### src/rtl/uart_pkg.sv
`default_nettype none
// ============================================================================
// Package : uart_pkg
// Brief   : Shared UART types and constants for the TX scheduler and RX side.
// Rev     : 1.0 - initial release
// ============================================================================
package uart_pkg;

   localparam int UART_DATA_W        = 8;
   localparam int UART_START_TIMEOUT = 64;

   typedef enum logic [1:0] {
      IDLE      = 2'd0,
      START     = 2'd1,
      WAIT_BUSY = 2'd2,
      WAIT_DONE = 2'd3
   } sched_state_t;

endpackage : uart_pkg
`default_nettype wire

### src/rtl/rr_arbiter.sv
`default_nettype none
// ============================================================================
// Module : rr_arbiter
// Brief  : Combinational round-robin pick: first request at or above ptr, wrapping.
// Rev    : 1.0 - initial release
// ============================================================================
module rr_arbiter #(
   parameter int NREQ = 4
) (
   input  logic [NREQ-1:0]         req,
   input  logic [$clog2(NREQ)-1:0] ptr,
   output logic [NREQ-1:0]         grant,
   output logic [$clog2(NREQ)-1:0] grant_idx,
   output logic                    any_req
);

   localparam int IDX_W = $clog2(NREQ);
   localparam logic [IDX_W:0] c_nreq = (IDX_W+1)'(NREQ);

   logic [IDX_W:0] w_pos;

   // Scan offsets from farthest to nearest so the nearest hit is written last.
   always_comb begin
      grant     = '0;
      grant_idx = '0;
      any_req   = 1'b0;
      w_pos     = '0;
      for (int k = NREQ - 1; k >= 0; k--) begin
         w_pos = {1'b0, ptr} + (IDX_W+1)'(k);
         if (w_pos >= c_nreq) begin
            w_pos = w_pos - c_nreq;
         end
         if (req[w_pos[IDX_W-1:0]]) begin
            grant_idx = w_pos[IDX_W-1:0];
            any_req   = 1'b1;
         end
      end
      if (any_req) begin
         grant[grant_idx] = 1'b1;
      end
   end

endmodule : rr_arbiter
`default_nettype wire

### src/rtl/uart_tx_scheduler.sv
`default_nettype none
// ============================================================================
// Module : uart_tx_scheduler
// Brief  : Round-robin sharing of one UART transmitter among NREQ byte sources.
// Rev    : 1.0 - initial release
// ============================================================================
module uart_tx_scheduler
   import uart_pkg::*;
#(
   parameter int NREQ          = 4,
   parameter int DATA_W        = UART_DATA_W,
   parameter int START_TIMEOUT = UART_START_TIMEOUT
) (
   input  logic                    clk,
   input  logic                    reset,
   input  logic [NREQ-1:0]         req_valid,
   input  logic [NREQ*DATA_W-1:0]  req_data,
   output logic [NREQ-1:0]         req_ready,
   output logic [DATA_W-1:0]       tx_data,
   output logic                    tx_start,
   input  logic                    tx_busy,
   input  logic                    tx_done,
   output logic [$clog2(NREQ)-1:0] grant_id,
   output logic                    active,
   output logic                    err_timeout
);

   localparam int IDX_W = $clog2(NREQ);
   localparam int CNT_W = $clog2(START_TIMEOUT + 1);
   localparam logic [CNT_W-1:0] c_cnt_last = CNT_W'(START_TIMEOUT - 1);
   localparam logic [IDX_W-1:0] c_idx_last = IDX_W'(NREQ - 1);

   sched_state_t      r_state;
   sched_state_t      w_state_next;
   logic [IDX_W-1:0]  r_rr_ptr;
   logic [IDX_W-1:0]  w_rr_ptr_next;
   logic [CNT_W-1:0]  r_cnt;
   logic [NREQ-1:0]   w_grant_oh;
   logic [IDX_W-1:0]  w_grant_idx;
   logic              w_any_req;
   logic              w_accept;
   logic              w_finish;
   logic [DATA_W-1:0] w_bytes [NREQ];

   generate
      for (genvar gi = 0; gi < NREQ; gi++) begin : g_unpack
         assign w_bytes[gi] = req_data[gi*DATA_W +: DATA_W];
      end
   endgenerate

   rr_arbiter #(
      .NREQ (NREQ)
   ) u_arb (
      .req       (req_valid),
      .ptr       (r_rr_ptr),
      .grant     (w_grant_oh),
      .grant_idx (w_grant_idx),
      .any_req   (w_any_req)
   );

   assign w_rr_ptr_next = (grant_id == c_idx_last) ? '0 : grant_id + IDX_W'(1);

   always_ff @(posedge clk) begin
      if (reset) begin
         r_state <= IDLE;
      end else begin
         r_state <= w_state_next;
      end
   end

   // Handshake strobes are suppressed while reset is asserted so nothing is
   // accepted or launched in the reset cycle itself.
   always_comb begin
      w_state_next = r_state;
      w_accept     = 1'b0;
      w_finish     = 1'b0;
      tx_start     = 1'b0;
      err_timeout  = 1'b0;
      req_ready    = '0;
      if (!reset) begin
         case (r_state)
            IDLE: begin
               req_ready = w_grant_oh;
               if (w_any_req) begin
                  w_accept     = 1'b1;
                  w_state_next = START;
               end
            end
            START: begin
               tx_start     = 1'b1;
               w_state_next = WAIT_BUSY;
            end
            WAIT_BUSY: begin
               if (tx_done) begin
                  w_finish     = 1'b1;
                  w_state_next = IDLE;
               end else if (tx_busy) begin
                  w_state_next = WAIT_DONE;
               end else if (r_cnt == c_cnt_last) begin
                  err_timeout  = 1'b1;
                  w_finish     = 1'b1;
                  w_state_next = IDLE;
               end
            end
            WAIT_DONE: begin
               if (tx_done) begin
                  w_finish     = 1'b1;
                  w_state_next = IDLE;
               end
            end
            default: begin
               w_state_next = IDLE;
            end
         endcase
      end
   end

   always_ff @(posedge clk) begin
      if (reset) begin
         r_rr_ptr <= '0;
         r_cnt    <= '0;
         tx_data  <= '0;
         grant_id <= '0;
         active   <= 1'b0;
      end else begin
         if (w_accept) begin
            tx_data  <= w_bytes[w_grant_idx];
            grant_id <= w_grant_idx;
            active   <= 1'b1;
         end
         if (r_state == START) begin
            r_cnt <= '0;
         end else if (r_state == WAIT_BUSY) begin
            r_cnt <= r_cnt + CNT_W'(1);
         end
         // Completion and abort both advance the pointer past the served requester.
         if (w_finish) begin
            r_rr_ptr <= w_rr_ptr_next;
            active   <= 1'b0;
         end
      end
   end

endmodule : uart_tx_scheduler
`default_nettype wire

### config.mk
export PLATFORM = sky130hd
export DESIGN_NAME = uart_tx_scheduler
export DESIGN_NICKNAME = d
export VERILOG_FILES = /design/src/rtl/uart_pkg.sv /design/src/rtl/rr_arbiter.sv /design/src/rtl/uart_tx_scheduler.sv
export SDC_FILE = /design/constraint.sdc
export NUM_CORES = 1
export LEC_CHECK = 0
export ABC_AREA = 1
export CAP_MARGIN = 20
export CORE_MARGIN = 2
export CORE_UTILIZATION = 35
export DETAILED_ROUTE_END_ITERATION = 12
export GPL_ROUTABILITY_DRIVEN = 0
export PLACE_DENSITY_LB_ADDON = 0.1
export SYNTH_ARGS = -nofsm -noshare
export SYNTH_HDL_FRONTEND = slang
export SYNTH_SLANG_ARGS = --single-unit
### constraint.sdc
create_clock -name clk -period 4.5 [get_ports clk]
set_input_delay 0.675 -clock clk [delete_from_list [all_inputs] [get_ports clk]]
set_output_delay 0.675 -clock clk [all_outputs]
set_load 0.02 [all_outputs]
### After elaboration in Yosys (flattened, before gate mapping)

Cells that the tools add are included.
W data, S select, Z words.

| word-level totals | value |
|---|---|
| flip-flop bits (word level) | 22 |
| bits in latches | 0 |
| RAM bits | 0 |
| ROM bits | 0 |
| input bits | 40 |
| logic and storage cells | 89 |
| memories kept | 0 |

| operators by class | value |
|---|---|
| $add $sub $neg | 9 |
| $mul | 0 |
| divide/modulo/power cells | 0 |
| magnitude comparators | 11 |
| eq/ne operators | 8 |
| shift-type cells | 0 |
| multiplexer cells | 49 |
| bitwise gates (word level) | 1 |
| reduce and logical (&&, ||, !) cells | 5 |

Operator list:

| kind | count |
|---|---|
| $mux W2 | 14 |
| $mux W1 | 22 |
| $bmux W8 S2 | 1 |
| $mux W8 | 2 |
| $lt A2 B3 Y1 const B | 5 |
| $ge A3 B3 Y1 const B | 4 |
| $mux W4 | 3 |
| $bmux W1 S2 | 4 |
| $pmux W2 S4 | 1 |
| $sub A2 B1 Y2 const B | 4 |
| $add A7 B1 Y7 const B | 1 |
| $eq A7 B6 Y1 const B | 1 |
| $add A2 B2 Y3 const B | 2 |
| $eq A2 B2 Y1 const B | 3 |
| $ne A4 B4 Y1 const B | 1 |
| $reduce_or A2 Y1 | 2 |
| $add A2 B1 Y3 const B | 1 |
| $ge A2 B3 Y1 const B | 1 |
| $not A2 Y3 | 1 |
| $reduce_and A3 Y1 | 1 |
| $add A2 B1 Y2 const B | 1 |
| $demux W1 S2 | 1 |
| $eq A2 B1 Y1 const B | 1 |
| $ge A2 B1 Y1 const B | 1 |
| other kinds (5) | 5 |

### Longest topological paths before layout

Gate-level depths: netlist (run 1).

| depth | value |
|---|---|
| depth after elaboration | 16 |
| gate-level depth with buffers | 15 |
| mapped depth without buffers | 15 |

### Modules after synthesis

Synthesis (run 1) repeated with hierarchy kept, for this count alone.

| unflattened totals | value |
|---|---|
| cell total of the unflattened synthesis | 257 |
| area, all modules | 1487.7 sq um |

Modules (own cells, without submodules):

| module | times used | cells each | area each (sq um) |
|---|---|---|---|
| uart_tx_scheduler | 1 | 202 | 1246.2 |
| rr_arbiter | 1 | 55 | 241.5 |

### Least setup slack after synthesis (run 1)

No wires, ideal clock.

| timing | value |
|---|---|
| kind | in2out |
| start | in req_valid[1] |
| end | out req_ready[0] |
| data arrival time | 2.039 ns |
| setup slack | 1.786 ns |
| stages | 12 |
| path buffers | 1 |
| path through | inv_1 > nand2_1 > nand3_1 > nand2_1 > inv_2 > nor2_1 > nor2_1 > nand2_4 > nand2_4 > buf_6 > inv_2 > nor3_1 |

| on the way | value |
|---|---|
| word-level cells in the longest chain between the ends | 13 |
| elaborated cells on any way between the ends | 24 |
| those cells by class | 2 x order compare; 21 x mux; 1 x reduce/logical |

RTL lines:

| element | RTL line | source |
|---|---|---|
| start: declaration | uart_tx_scheduler.sv:16 | `input logic [NREQ-1:0] req_valid,` |
| $bmux W1 S2 | rr_arbiter.sv:33 | `if (req[w_pos[IDX_W-1:0]]) begin` |
| $mux W1 (not written as such) | rr_arbiter.sv:33 |  |
| $mux W2 (4 in a row) | rr_arbiter.sv:33 |  |
| $lt A2 B3 Y1 (not written as such) or $ge A2 B1 Y1 (tied branches) | rr_arbiter.sv:39 | `grant[grant_idx] = 1'b1;` |
| $logic_and A1 B1 Y1 (not written as such) | rr_arbiter.sv:39 |  |
| $mux W1 (not written as such) | rr_arbiter.sv:39 |  |
| $demux W1 S2 | n/a |  |
| $mux W4 * | rr_arbiter.sv:38 | `if (any_req) begin` |
| $mux W4 * | uart_tx_scheduler.sv:81 | `case (r_state)` |
| $mux W4 * | uart_tx_scheduler.sv:80 | `if (!reset) begin` |
| end: declaration | uart_tx_scheduler.sv:18 | `output logic [NREQ-1:0] req_ready,` |

Mark *: on every way between the ends. The rest lies on a longest branch, timed or not. The select of a mux whose other input is x is not followed.

### Worst setup path after layout (run 1)

| timing | value |
|---|---|
| start | in req_valid[0] |
| end | out req_ready[2] |

The elaborated chain is that of the path after synthesis.

==> impl_metrics.yaml, run 1 <==
final_layout:
  fillers: 428
  drive_above_1_share_pct: 6.71
  syn2layout_area_growth_pct: 46.0
  antenna_cells: 0
  final_nets: 341
  instances_no_fill: 348
timing:
  skew_ns: 0.00232
  maxSlewHeadroom_pct: 73.2
  tightest_slew_ns: 0.402
  finalHoldViolations: 0
  grt_setup_unrepaired: "false"
  setup_tns_ns: 0
  fin_crit_ns: 3.63
  clock.fmax_mhz: 275
  post-route-period-util_pct: 80.7
  setup_viol: 0
  hold_ws_ns: 0.455
  maxSlewViolCount: 0
routing:
  detail-route-antenna-nets: 0
  wl_per_cell_um: 11.2
  drt-initial-drc-count: 56
  drtPass1Iterations: 4
  routed_via_density: 4.67
  via_count: 1626
  drc_errors: 0
  routed_wl_um: 3910
logic_synthesis:
  ys_warn_count: 0
  ys_types: 26
  synthTopCellsByCount: "78 x nand2_1, 49 x nand3_1, 26 x inv_1, 22 x dfxtp_1, 18 x nor2_1"
  synthTopCellsByArea: "dfxtp_1 30%, nand2_1 20%, nand3_1 17%, inv_1 6.7%, nor2_1 4.6%"
  syn_area_per_cell_um2: 6.01
  async_flop_share_pct: 0
  synth_top_cell_area_share_pct: 30.3
  dominantRegCellSynth: "dfxtp_1"
  synth.cell_area_um2: 1460
  synth_edf_count: 0
  yosysMostFrequentCell: "nand2_1"
  netlist_instances: 242
  ys_ff_latch: 22
  synth_nets: 284
  seq_area_frac_synth_pct: 30.3
  yosys.area.top_type: "dfxtp_1"
worst_hold_path:
  hold_class: "register to register"
clocking:
  clk_pin_slew_ns: 0.08
  htree_levels: 1
  cts_buffers: 3
  cts_hold_buffers: 0
  cts_max_path_buffers: 2
  cts_root_buffer: "clkbuf_8"
  cts_tree: "yes"
  clock-sinks: 22
  clk_latency_ns: 0.26
  postCtsSetupRepairBufs: 0
  post_cts_resized: 0
placed_design:
  portBuffers: 56
  dp_hpwl_um: 2990
  place_inst: 344
power_and_ir_drop:
  power.density_nw_per_um2: 358
  ir_drop_mv: 0.219
  total_leakage_power_nw: 0.973
job:
  drv_cap: 0
worst_setup_path:
  worst-setup-path-type: "primary input to output pin"
  worstPathArrival_ns: 2.96
  start_kind: "primary input"
  critPathMaxFanout: 17
  worstPathRequired_ns: 3.83
  crit_path_end_kind: "output pin"
floorplan:
  chipHeight_um: 68.5
  die_width_um: 68.5
  core_area_um2: 4000
  die_area_um2: 4690
  initial_core_util_pct: 36.4
  pin_count: 57
  rows: 23
grt:
  grt_pass1_wl_um: 6060
  grt_max_degree: 18
  grt.overflow.total: 0
  grt_pass1_vias: 1403
  antenna_found_initial: 0
  grt_util_all_layers_pct: 16.9
outcome:
  outcome: "finished, final reports clean"
sequential cells by signal (all words and copies together), names as in the netlist:
register,count
r_cnt,7
tx_data,8
grant_id,2
r_rr_ptr,2
active,1
r_state,2
per-layer routing:
layer	global-route usage, %	wire length [um]
met5	0	0
met4	5.25	28
met3	2.14	164
met2	27.9	1870
met1	22.6	1850
where the power goes:
group,switching (mW),internal (mW),total [mW]
registers,0.0222,0.224,0.246
clock network,0.0656,0.119,0.184
logic,0.190,0.140,0.330
final timing paths:
check / start / end / slack (ns) / depth (start not counted)
worst max-delay path: req_valid[0] / req_ready[2] / 0.87 / 12
worst min-delay path: tx_data[7] / tx_data[7] / 0.46 / 2
worst max register to register: r_rr_ptr[0] / grant_id[1] / 2.57 / 11
worst min register to register: tx_data[7] / tx_data[7] / 0.46 / 2
logic make-up (layout without fill, tap and decap cells):
family                   after synthesis  in the layout  synth area share, %
AO/OA/AOI/OAI                         18             18                 7.14
buffers and inverters                 38             94                 10.9
AND/OR/NAND/NOR                      161            161                 49.4
XOR/XNOR                               1              1                0.602
flip-flops                            22             22                 30.3
adder cells (fa/ha/maj)                2              2                 1.72
cell usage in the layout, fill, tap and decap left out, types with 2 or more instances in the layout:
cell | netlist | layout
dfxtp_1 | 22 | 22
nor3_1 | 7 | 7
a21oi_1 | 8 | 8
nand2_2 | 3 | 3
ha_1 | 2 | 2
o21ai_2 | 2 | 2
o21ai_0 | 5 | 5
clkbuf_8 | 0 | 3
clkdlybuf4s50_1 | 0 | 56
nor2_1 | 18 | 18
inv_1 | 26 | 26
nand3_1 | 49 | 49
nand2_1 | 78 | 78
inv_2 | 5 | 5
nand2_4 | 3 | 3
cell type report:
cell class	count	area, um2	share of cell area (%)
Multi-Input combinational cell	182	856	40.3
Timing Repair Buffer	57	568	26.7
Sequential cell	22	440	20.7
Inverter	33	126	5.95
Tap cell	50	62.6	2.94
Clock buffer	3	41.3	1.94
Clock inverter	1	30.0	1.41
per-stage QoR:
| stage | util (%) | setup slack (ns) | area (um2) | total power, mW |
|---|---|---|---|---|
| after CTS | 53.1 | 0.853 | 2120 | 0.770 |
| after global routing | 53.1 | 0.635 | 2120 | 0.811 |
| after detailed placement | 51.3 | 0.857 | 2050 | 0.581 |
| after floorplan | - | 1.79 | 1460 | 0.457 |
| after global placement | 51.3 | 0.869 | 2050 | 0.581 |
| final | 53.1 | 0.868 | 2120 | 0.760 |
worst max-delay path: stages:
cell             delay, ns
clkdlybuf4s50_1       0.48
nand2_1               0.05
nand2_1               0.10
nand2_1               0.08
nand2_2               0.11
nor2_1                0.05
nor2_1                0.16
nand2_4               0.17
nand2_4               0.22
inv_2                 0.06
nor3_1                0.17
clkdlybuf4s50_1       0.62
No activity file was read; power rests on OpenSTA's default activity.
==> run 2: changes to the inputs <==
clock period = 3.55 ns   (was 4.5 ns; I/O delays follow)
==> run 2 against run 1 <==
  * Clock power about the same
  * Non-clock buffer count increased by 2
  * First-iteration DRC count increased by 20%
  * Die area unchanged
  * Wire length unchanged
  * Clock skew increased by 0.0029 ns
  * Critical path type unchanged
  * Highest routed layer unchanged
==> impl_metrics.yaml, run 2 (synthesized netlist as in run 1, its figures left out) <==
outcome:
  outcome: "finished, final reports clean"
clocking:
  cts_buffers: 3
  post_cts_resized: 0
  clock-sinks: 22
  clk_latency_ns: 0.26
  postCtsSetupRepairBufs: 0
  cts_root_buffer: "clkbuf_8"
  cts_tree: "yes"
  htree_levels: 1
  cts_max_path_buffers: 2
  clk_pin_slew_ns: 0.09
  cts_hold_buffers: 0
worst_setup_path:
  r2r_start: "r_rr_ptr[0]"
  crit_path_end_kind: "output pin"
  critPathTopFamily: "buffers and inverters"
  critPathMaxFanout: 17
  r2r_end: "tx_data[3]"
  cp-startpoint: "req_valid[0]"
  worstPathArrival_ns: 2.66
  reg2regPathDepth: 14
  start_kind: "primary input"
  worstPathRequired_ns: 3.02
  path_depth: 12
  endpoint: "req_ready[2]"
  worst-setup-path-type: "primary input to output pin"
  cpPeakStageDelay_ns: 0.63
  crit_chain: "clkdlybuf4s50_1, nand2_1, nand2_1, nand2_1, nand2_2, nor2_1, nor2_1, nand2_4, nand2_4, inv_2, nor3_1, clkdlybuf4s50_1"
  crit_slowest_cell: "clkdlybuf4s50_1"
  path_buf_inv: 3
  r2r_slack_ns: 1.62
  crit_top_cell: "nand2_1"
job:
  drv_cap: 0
grt:
  grt_util_all_layers_pct: 17.3
  grt_pass1_wl_um: 6220
  grt_max_degree: 18
  antenna_found_initial: 0
  grt_pass1_vias: 1458
  grt.overflow.total: 0
timing:
  post-route-period-util_pct: 89.8
  maxSlewHeadroom_pct: 74.2
  finalHoldViolations: 0
  skew_ns: 0.00526
  tightest_slew_ns: 0.386
  maxSlewViolCount: 0
  setup_tns_ns: 0
  grt_setup_unrepaired: "false"
  clock.fmax_mhz: 314
  setup_viol: 0
  fin_crit_ns: 3.19
final_layout:
  final_nets: 343
  antenna_cells: 0
  largestRegisters: "tx_data x8, r_cnt x7"
  top_register: "tx_data"
  mostFrequentLayoutCell: "nand2_1"
  largest_reg_flops: 8
  fillers: 403
  syn2layout_area_growth_pct: 45.9
  mostFrequentLayoutCells: "78 x nand2_1, 56 x clkdlybuf4s50_1, 49 x nand3_1, 26 x inv_1, 22 x dfxtp_1"
  multi_input_area_um2: 856
  regArea_um2: 440
  drive_above_1_share_pct: 7.33
  fin_util_pct: 53.1
  instances_no_fill: 350
  design_area_um2: 2120
floorplan:
  pin_count: 57
  die_area_um2: 4690
  die_width_um: 68.5
  initial_core_util_pct: 36.4
  chipHeight_um: 68.5
  rows: 23
  core_area_um2: 4000
power_and_ir_drop:
  total_power_uw: 921
  p_sw_share_pct: 38.5
  p_seq_share_pct: 34.0
  p_comb_share_pct: 46.0
  ir_drop_mv: 0.220
  p_sw_uw: 354
  power.density_nw_per_um2: 434
  p_int_uw: 567
  clkPwrFrac_pct: 20.0
  total_leakage_power_nw: 0.976
routing:
  wl_per_cell_um: 11.2
  via_count: 1636
  detail-route-antenna-nets: 0
  routed_via_density: 4.67
  drtPass1Iterations: 4
  drt-initial-drc-count: 67
  routed_wl_um: 3910
  drc_errors: 0
placed_design:
  place_inst: 346
  place_area_um2: 2070
  dp_hpwl_um: 2980
  portBuffers: 56
worst_hold_path:
  hold_class: "register to register"
[run 2: changes by cell type in the layout (fill, tap and decap cells not counted), sizes merged]
cell / change
buf: +2
bufinv: -1
clkbuf: +1
[run 2: layer usage]
layer / GRT usage (%) / part of all wire (%)
met5: 0 / 0
met4: 4.00 / 0.56
met3: 2.14 / 4.1
met2: 28.5 / 48
met1: 23.8 / 48
[run 2: worst min-delay path, cell delays in order, from the launching register on]
cell and delay, ns:
dfxtp_1 0.32, nand2_1 0.06, nand2_1 0.05
[run 2: power groups by stage]
stage               clock network, mW  registers [mW]  logic (mW)
floorplan                           0           0.348       0.231
global placement                    0           0.317       0.425
detailed placement                  0           0.317       0.427
CTS                             0.189           0.313       0.429
global route                    0.198           0.318       0.472
finish                          0.184           0.313       0.424
[run 2: layout make-up]
cell class	count	share of cell area, %
clock buffers	4	2.59
flip-flops and latches	22	20.7
well taps	50	2.95
multi-input cells	182	40.3
repair buffers	59	27.5
inverters	33	5.95
[run 2: how the worst min path moves through the flow]
stage	end	slack, ns	cells after the start	startpoint
after CTS	tx_data[4]	0.46	2	tx_data[4]
after global placement	tx_data[3]	0.44	2	tx_data[3]
after floorplan	r_cnt[6]	0.45	2	r_cnt[6]
after global routing	tx_data[4]	0.47	2	tx_data[4]
after detailed placement	tx_data[5]	0.44	2	tx_data[5]
final	tx_data[7]	0.46	2	tx_data[7]
[run 2: metrics by stage]
| stage | worst slack (ns) | hold slack, ns |
|---|---|---|
| 6_report | 0.362 | 0.459 |
| 5_1_grt | 0.141 | 0.469 |
| 4_1_cts | 0.345 | 0.463 |
| 3_5_place_dp | 0.362 | 0.441 |
| 3_3_place_gp | 0.383 | 0.438 |
| 2_1_floorplan | 1.12 | 0.450 |
==> run 3: changes to the inputs <==
SYNTH_HIERARCHICAL = 1   (was default)
==> run 3 against run 2 <==
  * Utilization hardly changed
  * Via count is 2.8% higher
  * Highest routed layer unchanged
  * Combinational power is 34% higher
  * Worst setup slack better by 0.14 ns
==> impl_metrics.yaml, run 3 <==
power_and_ir_drop:
  p_int_uw: 641
  p_comb_share_pct: 52.3
  total_leakage_power_nw: 0.928
  p_sw_share_pct: 41.1
  power.density_nw_per_um2: 506
  p_sw_uw: 448
  clkPwrFrac_pct: 16.4
  p_seq_share_pct: 31.2
  ir_drop_mv: 0.271
worst_setup_path:
  start_kind: "primary input"
  worstPathRequired_ns: 3.02
  reg2regPathDepth: 14
  crit_chain: "clkdlybuf4s50_1, inv_1, o21ai_1, nand2_1, nand2_1, inv_1, nand2_1, nand2_1, nand2_2, nand2_1, inv_1, inv_1, nor2_1, clkdlybuf4s50_1"
  r2r_end: "tx_data[6]"
  r2r_slack_ns: 1.19
  worst-setup-path-type: "primary input to output pin"
  critPathMaxFanout: 3
  path_buf_inv: 6
  crit_path_end_kind: "output pin"
  critPathTopFamily: "buffers and inverters"
  crit_slowest_cell: "clkdlybuf4s50_1"
  crit_top_cell: "nand2_1"
  cpPeakStageDelay_ns: 0.61
  r2r_start: "r_rr_ptr[0]"
  worstPathArrival_ns: 2.52
timing:
  fin_ws_ns: 0.499
  maxSlewViolCount: 0
  setup_viol: 0
  clock.fmax_mhz: 328
  finalHoldViolations: 0
  maxSlewHeadroom_pct: 70.5
  fin_crit_ns: 3.05
  tightest_slew_ns: 0.442
  setup_tns_ns: 0
  skew_ns: 0.00211
  grt_setup_unrepaired: "false"
  post-route-period-util_pct: 86.0
final_layout:
  syn2layout_area_growth_pct: 44.7
  mostFrequentLayoutCells: "65 x nor2_1, 56 x clkdlybuf4s50_1, 51 x nand2_1, 26 x o21ai_0, 25 x inv_1"
  final_nets: 356
  drive_above_1_share_pct: 5.75
  mostFrequentLayoutCell: "nor2_1"
  largest_reg_flops: 8
  top_register: "tx_data"
  fin_util_pct: 53.0
  antenna_cells: 0
  largestRegisters: "tx_data x8, r_cnt x7"
  design_area_um2: 2150
grt:
  grt_pass1_wl_um: 6740
  grt.overflow.total: 0
  grt_pass1_vias: 1554
  antenna_found_initial: 0
  grt_util_all_layers_pct: 16.8
  grt_max_degree: 18
logic_synthesis:
  async_flop_share_pct: 0
  ys_ff_latch: 22
  ys_types: 22
  synthTopCellsByArea: "dfxtp_1 30%, nor2_1 16%, nand2_1 13%, o21ai_0 8.7%, nand3_1 6.4%"
  synth_top_cell_area_share_pct: 29.6
  yosysMostFrequentCell: "nor2_1"
  synth.cell_area_um2: 1490
  ys_warn_count: 6
  synth_nets: 299
  seq_area_frac_synth_pct: 29.6
  netlist_instances: 257
  dominantRegCellSynth: "dfxtp_1"
  synthTopCellsByCount: "65 x nor2_1, 51 x nand2_1, 26 x o21ai_0, 25 x inv_1, 22 x dfxtp_1"
  synth_edf_count: 0
  yosys.area.top_type: "dfxtp_1"
  syn_area_per_cell_um2: 5.79
floorplan:
  initial_core_util_pct: 36.7
  rows: 23
  core_area_um2: 4060
  chipHeight_um: 69.2
  die_area_um2: 4790
  pin_count: 57
  die_width_um: 69.2
routing:
  routed_wl_um: 3850
  via_count: 1681
  drtPass1Iterations: 4
  routed_via_density: 4.63
  detail-route-antenna-nets: 0
  wl_per_cell_um: 10.6
  drt-initial-drc-count: 45
  drc_errors: 0
clocking:
  clk_pin_slew_ns: 0.08
  clk_latency_ns: 0.26
  htree_levels: 1
  postCtsSetupRepairBufs: 0
  cts_hold_buffers: 0
  cts_buffers: 3
  post_cts_resized: 0
  cts_tree: "yes"
  cts_root_buffer: "clkbuf_8"
  cts_max_path_buffers: 2
  clock-sinks: 22
worst_hold_path:
  hold-path-cell-count: 2
  hold_class: "register to register"
  hold_start: "r_cnt[6]"
  hold_end: "r_cnt[6]"
job:
  drv_cap: 0
outcome:
  outcome: "finished, final reports clean"
placed_design:
  portBuffers: 56
  place_area_um2: 2100
  post-place-ws_ns: 0.494
  dp_hpwl_um: 3030
-- run 3: cell types whose count changed in the layout (fill, tap and decap cells not counted), moves of 3 or more --
cell and delta:
nor2_1 +47, nand3_1 -30, nand2_1 -27, o21ai_0 +21, o21ai_1 +11, nor3_1 -4
nand2_4 -3
-- run 3: logic make-up (layout without fill, tap and decap cells) --
family / Yosys count / in the layout / synth area share, %
AND/OR/NAND/NOR: 147 / 147 / 41.3
AO/OA/AOI/OAI: 48 / 48 / 16.6
buffers and inverters: 37 / 93 / 10.3
flip-flops: 22 / 22 / 29.6
adder cells (fa/ha/maj): 2 / 2 / 1.68
XOR/XNOR: 1 / 1 / 0.589
-- run 3: layer usage --
layer  GRT usage, %  share of wire (%)  vias to the layer above
met5              0                  0                        -
met3           4.94                5.9                        5
met1           21.4                 48                      706
met4           5.23                1.2                        0
met2           27.5                 45                       39
li1               -                  -                      931
-- run 3: cell type report --
class / instances / area, um2
Inverter: 29 / 109
Fill cell: 422 / 1910
Multi-Input combinational cell: 198 / 895
Timing Repair Buffer: 60 / 591
Tap cell: 50 / 62.6
Clock buffer: 4 / 55.1
Sequential cell: 22 / 440
-- run 3: worst max-delay path by stage --
stage | from | to | slack (ns) | cells after the start
2_1_floorplan | req_valid[0] | req_ready[0] | 1.53 | 10
3_3_place_gp | req_valid[2] | req_ready[1] | 0.50 | 14
3_5_place_dp | req_valid[0] | req_ready[1] | 0.49 | 14
4_1_cts | r_rr_ptr[0] | req_ready[1] | 0.48 | 13
5_1_grt | r_rr_ptr[0] | req_ready[1] | 0.25 | 13
6_report | req_valid[2] | req_ready[1] | 0.50 | 14
-- run 3: per-stage QoR --
stage | hold slack [ns] | std cells | power (mW)
3_3_place_gp | 0.464 | 359 | 0.919
3_5_place_dp | 0.469 | 359 | 0.921
5_1_grt | 0.513 | 363 | 1.18
6_report | 0.484 | 363 | 1.09
2_1_floorplan | 0.448 | 257 | 0.706
4_1_cts | 0.481 | 363 | 1.11
-- run 3: worst reg2reg max path, cell delays in order, from the launching register on --
cell,delay [ns]
dfxtp_1,0.60
inv_1,0.18
nand2_1,0.11
nand2_2,0.07
nand3_1,0.10
nand3_1,0.11
nand2_1,0.07
nand2_1,0.08
nand2_2,0.10
buf_4,0.21
inv_2,0.15
o21ai_0,0.22
o21ai_1,0.10
nor2_1,0.10
nor2_1,0.05
-- run 3: power by group through the flow --
stage	clock network [mW]	registers, mW	logic [mW]
4_1_cts	0.187	0.341	0.578
3_5_place_dp	0	0.345	0.575
3_3_place_gp	0	0.345	0.574
6_report	0.179	0.340	0.570
5_1_grt	0.193	0.349	0.641
2_1_floorplan	0	0.383	0.324
